===== src/rtl/seq_muldiv.sv =====
// Multi-cycle unsigned multiply/divide sequencer: one shared N+1-bit add/subtract
// unit, one shift-and-add or restoring shift-and-subtract step per clock.
module seq_muldiv #(
    parameter int N = 32
) (
    input  logic         clock,
    input  logic         reset_n,
    input  logic         start,
    input  logic         op,
    input  logic [N-1:0] a,
    input  logic [N-1:0] b,
    output logic         busy,
    output logic         done,
    output logic [N-1:0] hi,
    output logic [N-1:0] lo,
    output logic         z,
    output logic         n,
    output logic         dbz
);

    localparam int CW = $clog2(N) + 1;

    typedef enum logic [1:0] {
        IDLE = 2'd0,
        CALC = 2'd1,
        DONE = 2'd2
    } state_t;

    state_t         state_r, state_s;
    logic [CW-1:0]  cnt_r, cnt_s;
    logic [N:0]     acc_r, acc_s;
    logic [N-1:0]   mq_r, mq_s;
    logic [N-1:0]   b_r, b_s;
    logic           op_r, op_s;
    logic [N-1:0]   hi_r, hi_s, lo_r, lo_s;
    logic           z_r, z_s, n_r, n_s, dbz_r, dbz_s;
    logic           busy_r, done_r;

    logic [N:0]     add_x_s, add_y_s;
    logic           add_cin_s;
    logic [N+1:0]   add_sum_s;
    logic [N:0]     rem_sh_s;
    logic [N-1:0]   mq_sh_s;
    logic [N:0]     acc_tmp_s;
    logic [N:0]     step_acc_s;
    logic [N-1:0]   step_mq_s;

    // One iteration of the datapath; acc_r doubles as the divide remainder.
    always_comb begin
        rem_sh_s   = {acc_r[N-1:0], mq_r[N-1]};
        mq_sh_s    = {mq_r[N-2:0], 1'b0};
        acc_tmp_s  = acc_r;
        step_acc_s = acc_r;
        step_mq_s  = mq_r;
        // Subtraction is x + ~y + 1; bit N+1 of the sum is the "no borrow" flag.
        if (op_r) begin
            add_x_s   = rem_sh_s;
            add_y_s   = ~{1'b0, b_r};
            add_cin_s = 1'b1;
        end else begin
            add_x_s   = {1'b0, acc_r[N-1:0]};
            add_y_s   = {1'b0, b_r};
            add_cin_s = 1'b0;
        end
        add_sum_s = {1'b0, add_x_s} + {1'b0, add_y_s} + {{(N+1){1'b0}}, add_cin_s};
        if (op_r) begin
            if (add_sum_s[N+1]) begin
                step_acc_s = add_sum_s[N:0];
                step_mq_s  = {mq_r[N-2:0], 1'b1};
            end else begin
                step_acc_s = rem_sh_s;
                step_mq_s  = mq_sh_s;
            end
        end else begin
            if (mq_r[0]) begin
                acc_tmp_s = add_sum_s[N:0];
            end else begin
                acc_tmp_s = acc_r;
            end
            step_acc_s = {1'b0, acc_tmp_s[N:1]};
            step_mq_s  = {acc_tmp_s[0], mq_r[N-1:1]};
        end
    end

    // Next-state and next-register values for the sequencer.
    always_comb begin
        state_s = state_r;
        cnt_s   = cnt_r;
        acc_s   = acc_r;
        mq_s    = mq_r;
        b_s     = b_r;
        op_s    = op_r;
        hi_s    = hi_r;
        lo_s    = lo_r;
        z_s     = z_r;
        n_s     = n_r;
        dbz_s   = dbz_r;
        case (state_r)
            IDLE, DONE: begin
                if (start) begin
                    op_s  = op;
                    b_s   = b;
                    dbz_s = 1'b0;
                    if (op && (b == {N{1'b0}})) begin
                        state_s = DONE;
                        hi_s    = a;
                        lo_s    = {N{1'b1}};
                        dbz_s   = 1'b1;
                        z_s     = 1'b0;
                        n_s     = a[N-1];
                    end else begin
                        state_s = CALC;
                        acc_s   = {(N+1){1'b0}};
                        mq_s    = a;
                        cnt_s   = CW'(N);
                    end
                end else begin
                    state_s = IDLE;
                end
            end
            CALC: begin
                acc_s = step_acc_s;
                mq_s  = step_mq_s;
                cnt_s = cnt_r - CW'(1);
                if (cnt_r == CW'(1)) begin
                    state_s = DONE;
                    hi_s    = step_acc_s[N-1:0];
                    lo_s    = step_mq_s;
                    z_s     = ({step_acc_s[N-1:0], step_mq_s} == {(2*N){1'b0}});
                    n_s     = step_acc_s[N-1];
                end else begin
                    state_s = CALC;
                end
            end
            default: begin
                state_s = IDLE;
            end
        endcase
    end

    // State, working and result registers with synchronous active-low reset.
    always_ff @(posedge clock) begin
        if (!reset_n) begin
            state_r <= IDLE;
            cnt_r   <= {CW{1'b0}};
            acc_r   <= {(N+1){1'b0}};
            mq_r    <= {N{1'b0}};
            b_r     <= {N{1'b0}};
            op_r    <= 1'b0;
            hi_r    <= {N{1'b0}};
            lo_r    <= {N{1'b0}};
            z_r     <= 1'b0;
            n_r     <= 1'b0;
            dbz_r   <= 1'b0;
            busy_r  <= 1'b0;
            done_r  <= 1'b0;
        end else begin
            state_r <= state_s;
            cnt_r   <= cnt_s;
            acc_r   <= acc_s;
            mq_r    <= mq_s;
            b_r     <= b_s;
            op_r    <= op_s;
            hi_r    <= hi_s;
            lo_r    <= lo_s;
            z_r     <= z_s;
            n_r     <= n_s;
            dbz_r   <= dbz_s;
            busy_r  <= (state_s == CALC);
            done_r  <= (state_s == DONE);
        end
    end

    assign busy = busy_r;
    assign done = done_r;
    assign hi   = hi_r;
    assign lo   = lo_r;
    assign z    = z_r;
    assign n    = n_r;
    assign dbz  = dbz_r;

endmodule


===== config.mk =====
export PLATFORM = sky130hd
export DESIGN_NAME = seq_muldiv
export DESIGN_NICKNAME = d
export VERILOG_FILES = /design/src/rtl/seq_muldiv.sv
export SDC_FILE = /design/constraint.sdc
export NUM_CORES = 1
export LEC_CHECK = 0
export ABC_AREA = 0
export CORE_MARGIN = 2
export CORE_UTILIZATION = 52
export CTS_BUF_LIST = sky130_fd_sc_hd__clkbuf_8
export DETAILED_ROUTE_END_ITERATION = 16
export PLACE_DENSITY = 0.82
export REMOVE_ABC_BUFFERS = 1
export SLEW_MARGIN = 10
export SYNTH_ARGS = -nofsm -noshare
export SYNTH_HDL_FRONTEND = slang
export SYNTH_SLANG_ARGS = --single-unit

===== constraint.sdc =====
create_clock -name clock -period 5.3 [get_ports clock]
set_input_delay 1.06 -clock clock [delete_from_list [all_inputs] [get_ports clock]]
set_output_delay 1.06 -clock clock [all_outputs]
set_load 0.03 [all_outputs]

**Word level (Yosys, flattened, before mapping)**

Cells that the tools add are included.

- $add $sub $neg: 3
- Multiply operators: 0
- Divide/modulo/power cells: 0
- $lt $le $gt $ge: 0
- Eq/ne operators: 9
- Shift-type cells: 0
- Muxes and demuxes: 38
- Bitwise logic cells: 1
- Reduce and logical (&&, ||, !) cells: 9

Operator list:

| kind | number |
|---|---|
| $mux 32 | 9 |
| $mux 33 | 7 |
| $pmux 32 s2 | 3 |
| $pmux 33 s2 | 1 |
| $logic_not 64->1 | 1 |
| $add 33x33->34 | 1 |
| $add 34x1->34 | 1 |
| $not 32->33 | 1 |
| $logic_not 32->1 | 1 |
| $mux 6 | 2 |
| $pmux 6 s2 | 1 |
| $mux 1 | 9 |
| $ne 2x2->1 const B | 4 |
| $eq 6x1->1 const B | 1 |
| $mux 2 | 3 |
| $sub 6x1->6 const B | 1 |
| $eq 2x1->1 const B | 2 |
| $eq 2x2->1 const B | 2 |
| $pmux 1 s2 | 2 |
| $pmux 2 s2 | 1 |
| $reduce_and 4->1 | 1 |
| $reduce_and 3->1 | 1 |
| $logic_not 2->1 | 1 |
| $reduce_and 2->1 | 1 |
| other kinds (3) | 3 |

- Flip-flop bits (word level): 175
- Bits in latches: 0
- Bits in writable memories: 0
- Bits in read-only memories: 0
- Bits of input ports: 68
- Output and inout bits: 69
- Memories kept: 0

**Longest topological paths before layout**

- Word-level depth: 9
- Depth in mapped cells: 23
- Gate-level depth less buffers: 14

**Worst setup path before layout**

OpenSTA, ideal clock, no wires.

- Path type: reg-to-reg
- Start: register op_r
- End: register z_r (netlist: z)
- Setup time: 0.084 ns
- Data arrival time: 5.081 ns
- Data required time: 5.216 ns
- Setup slack: 0.135 ns
- Cell stages (with the launch flop): 23
- Buffers on the path: 9
- Path through: dfxtp_1 -> buf_6 -> clkbuf_1 -> buf_2 -> clkbuf_1 -> buf_1 -> buf_2 -> buf_1 -> xor2_1 -> ha_1 -> buf_6 -> a21oi_4 -> o21ai_2 -> a221o_1 -> a21oi_1 -> o21a_4 -> nand2_2 -> buf_6 -> a221o_1 -> nor4_1 -> and4_1 -> nand4_1 -> o31ai_2

- Longest elaborated chain between the ends: 8
- Elaborated cells on any way between the ends: 13

Ends and longest elaborated chain:

| what | line | source |
|---|---|---|
| start: declaration | 34 | `logic op_r, op_s;` |
| start signal: assignment | 163 | `op_r <= op_s;` |
| $mux 33 | 56 | `if (op_r) begin` |
| $add 33x33->34 | 65 | `add_sum_s = {1'b0, add_x_s} + {1'b0, add_y_s} + {{(N+1){1'b0}}, add_cin_s};` |
| $add 34x1->34 | 65 |  |
| $mux 1 (tied with other cells) | 67 | `if (add_sum_s[N+1]) begin` |
| $mux 32 or $mux 33 (tied branches) | 66 | `if (op_r) begin` |
| $logic_not 64->1 (*) | 129 | `z_s = ({step_acc_s[N-1:0], step_mq_s} == {(2*N){1'b0}});` |
| $mux 1 (*) | 125 | `if (cnt_r == CW'(1)) begin` |
| $pmux 1 s2 (*) | 98 | `case (state_r)` |
| end signal: assignment | 166 | `z_r <= z_s;` |
| end: declaration | 36 | `logic z_r, z_s, n_r, n_s, dbz_r, dbz_s;` |

Mark *: on every way between the ends. The rest lies on a longest branch, timed or not. The select of a mux whose other input is x is not followed.
A chain may end at the register's enable or synchronous reset.

**Worst setup path in the final report**

Same ends and word-level chain as after synthesis.

==> summary.md <==
| Metric | Value |
|---|---|
| Post-synthesis sequential area ratio | `0.321` |
| Core Util, Final | `0.621` |
| Pin count of the biggest net entering global routing | `82` |
| Mux contribution to synthesized area | `0.0724` |
| Cell mode on critical path | `a221o_1` |
| Yosys reg bits | `174` |
| Cts bufs inserted | `17` |
| RSZ-0062 raised after global routing | `no` |
| Hold crit path type | `reg -> reg` |
| DR vias | `10,700` |
| Initial cell density of the core | `0.532` |
| Total power divided by cell area | `247 nW/µm²` |
| Core area | `20,400 µm²` |
| Crit-path leading delay family | `compound AO/OA/AOI/OAI gates` |
| Static leakage | `4.86 nW` |
| Multi-input gate area | `6810 µm²` |
| Fill count | `1,818` |
| Post-Synth Simple-Gate Area | `0.208` |
| Register area | `3490 µm²` |
| Ys async rst share | `0` |
| Largest stage delay on the critical path | `820 ps` |
| Peak supply drop | `155 µV` |
| Share of cells above drive strength 1 | `0.121` |
| Synthesis Warnings | `0` |
| Clock Latency Late Sink | `480 ps` |
| Port Buffers | `136` |
| Mapped Cells | `1,380` |
| Period utilization | `0.903` |
| GPL Wtd Cong | `1.00` |
| Post-synthesis compound-gate area fraction | `0.259` |
| CP max stage cell | `dfxtp_4` |
| Fin nets | `1,547` |
| Final hold viol count | `0` |
| Detail Placement HPWL | `24.2 mm` |
| Depth of the worst register-to-register path | `14` |
| Top cells by area, synth | `dfxtp_1 32%, nand2_1 8.2%, a21oi_1 6.6%` |
| Postcts setup bufs | `0` |
| Setup TNS | `0 ps` |
| Layout area overhead | `16.7%` |
| Xor-xnor portion of the synthesized cell area | `0.0485` |
| Hold path cells | `2` |
| Hold_buf cts | `0` |
| # rows | `52` |
| Worst path depth | `14` |
| CP Cell Sequence | `buf_4, mux2_2, ha_1, nand2_1, o21ai_2, a221o_1, a21oi_1, o21a_4, nand2_2, a221o_1, nor4_1, and4_1, nand4_1, o31ai_2` |
| N_diodes | `0` |
| Crit path kind | `reg -> reg` |
| Avg Inst Size Synth | `7.86 µm²` |
| First-pass GRT wire length | `51.5 mm` |
| Maximum fanout along the worst path | `56` |
| Post-synth EDFFs | `0` |
| Slew HR | `0.237` |
| Reg clk slew, reported paths | `110 ps` |
| Synth top area share | `0.321` |
| TritonCTS clock tree | `done` |
| Drt via density | `6.21` |
| FMAX | `0.209 GHz` |
| Io pins | `137` |
| Final ANT Viol Nets | `0` |
| Post-route DRC | `0` |
| Clk root buf | `clkbuf_8` |
| Post-synth top cells | `237 x nand2_1, 174 x dfxtp_1, 143 x a21oi_1` |
| Startpoint types | `flop` |
| Pins Over Slew Limit | `0` |
| CP required | `5710 ps` |
| Worst-margin pin slew | `1140 ps` |
| Post-Syn Area | `10,800 µm²` |
| Sink Count | `174` |
| Synth unique cells | `86` |
| Gr ovfl total | `0` |
| Largest family of logic cells by synthesized area | `compound AO/OA/AOI/OAI gates` |
| Count leader, synth | `nand2_1` |
| Fin Clk Skew | `16.0 ps` |
| Max-cap viol count | `0` |
| Drt first pass iters | `6` |
| DR WL/cell | `18.9 µm` |
| Die Width | `148 µm` |
| Arr. time, crit path | `5190 ps` |
| Longest Clk Path Bufs | `2` |
| Antenna violations before repair | `0` |
| Placed insts | `1,696` |
| Number of DRC markers in iteration 0 | `1,076` |
| Worst slack at placement | `672 ps` |
| Outcome | `finished clean` |
| Cts repair resizes | `0` |
| Worst setup margin | `513 ps` |
| Overall routing resource usage | `0.291` |
| Die Y-Extent | `148 µm` |
| WP buf/inv | `1` |
| Setup violations, final | `0` |
| Total die area | `22,000 µm²` |
| Final std cells w/o fill | `1,728` |
| Vias in the first global route | `9,548` |
| Detailed-route wire length | `32.6 mm` |
| H-tree depth | `4` |
| Minimum clock period | `4790 ps` |
| Post-synth top area cell | `dfxtp_1` |
| Main flop type after synthesis | `dfxtp_1` |
| Adder-Cell Fraction of Synth Area | `0.0399` |
| CP endpoint kind | `flop` |
[placed cells by master (no fill, tap or decap), drive strengths merged, types with 11 or more instances in the layout]
master / netlist / routed
o221a: 29 / 29
nand2: 238 / 238
o211ai: 14 / 14
and2: 19 / 19
xor2: 43 / 43
xnor2: 17 / 17
nand3: 32 / 32
mux2: 59 / 59
buf: 30 / 20
clkbuf: 80 / 17
dfxtp: 174 / 174
nor3: 23 / 23
a311oi: 32 / 32
ha: 33 / 33
clkdlybuf4s50: 0 / 136
o21ai: 59 / 59
nand4: 12 / 12
nor2: 136 / 136
a21o: 11 / 11
nor4: 18 / 18
mux2i: 12 / 12
a31oi: 16 / 16
inv: 23 / 30
a211oi: 21 / 21
a21oi: 148 / 148
[report_power, final]
group	total [mW]	internal (mW)	switching, mW
registers	1.45	1.37	0.0817
logic	0.742	0.295	0.447
clock network	0.933	0.356	0.577
total	3.13	2.02	1.11
[area by class of cell]
class / count / share of cell area
Clock buffer: 17 / 0.0185
Clock inverter: 15 / 0.0130
Inverter: 23 / 0.00692
Multi-Input combinational cell: 1073 / 0.539
Sequential cell: 174 / 0.276
Tap cell: 270 / 0.0267
Timing Repair Buffer: 156 / 0.120
[logic make-up after synthesis]
family / Yosys count
xor+xnor: 60
compound gates: 398
mux: 71
simple gates: 510
flops: 174
buf+inv: 133
fa+ha+maj: 34
[state kept, by name, summed over array words and instances (netlist names)]
| signal | flops |
|---|---|
| acc_r | 33 |
| cnt_r | 6 |
| hi | 32 |
| done | 1 |
| b_r | 32 |
| lo | 32 |
| mq_r | 32 |
| op_r | 1 |
| dbz | 1 |
| state_r | 2 |
| busy | 1 |
| z | 1 |
[worst paths after layout]
kind	from	end	slack, ps
worst max-delay path	op_r	z	510
worst min-delay path	hi[16]	hi[16]	460
worst max register to register	op_r	z	510
worst min register to register	hi[16]	hi[16]	460
[worst min-delay path: cells and delay by family (launching register included)]
kind / cells / cell delay (ps)
AND/OR/NAND/NOR: 1 / 50
flip-flops: 1 / 320
AO/OA/AOI/OAI: 1 / 50
[per-stage QoR]
step	hold slack, ps	cell area (µm²)	total power [mW]
3_5_place_dp	448	12300	2.21
5_1_grt	485	12600	3.26
4_1_cts	462	12600	3.12
6_report	461	12600	3.13
2_1_floorplan	443	10400	1.95
3_3_place_gp	440	12300	2.20
[metal layers]
layer,share of wire,vias to the layer above,track usage
met5,0,-,0
met1,0.45,4980,0.421
met4,0.028,0,0.100
met3,0.084,56,0.0405
met2,0.44,569,0.446
li1,-,5124,-
Power figures use the tool's default switching activity.
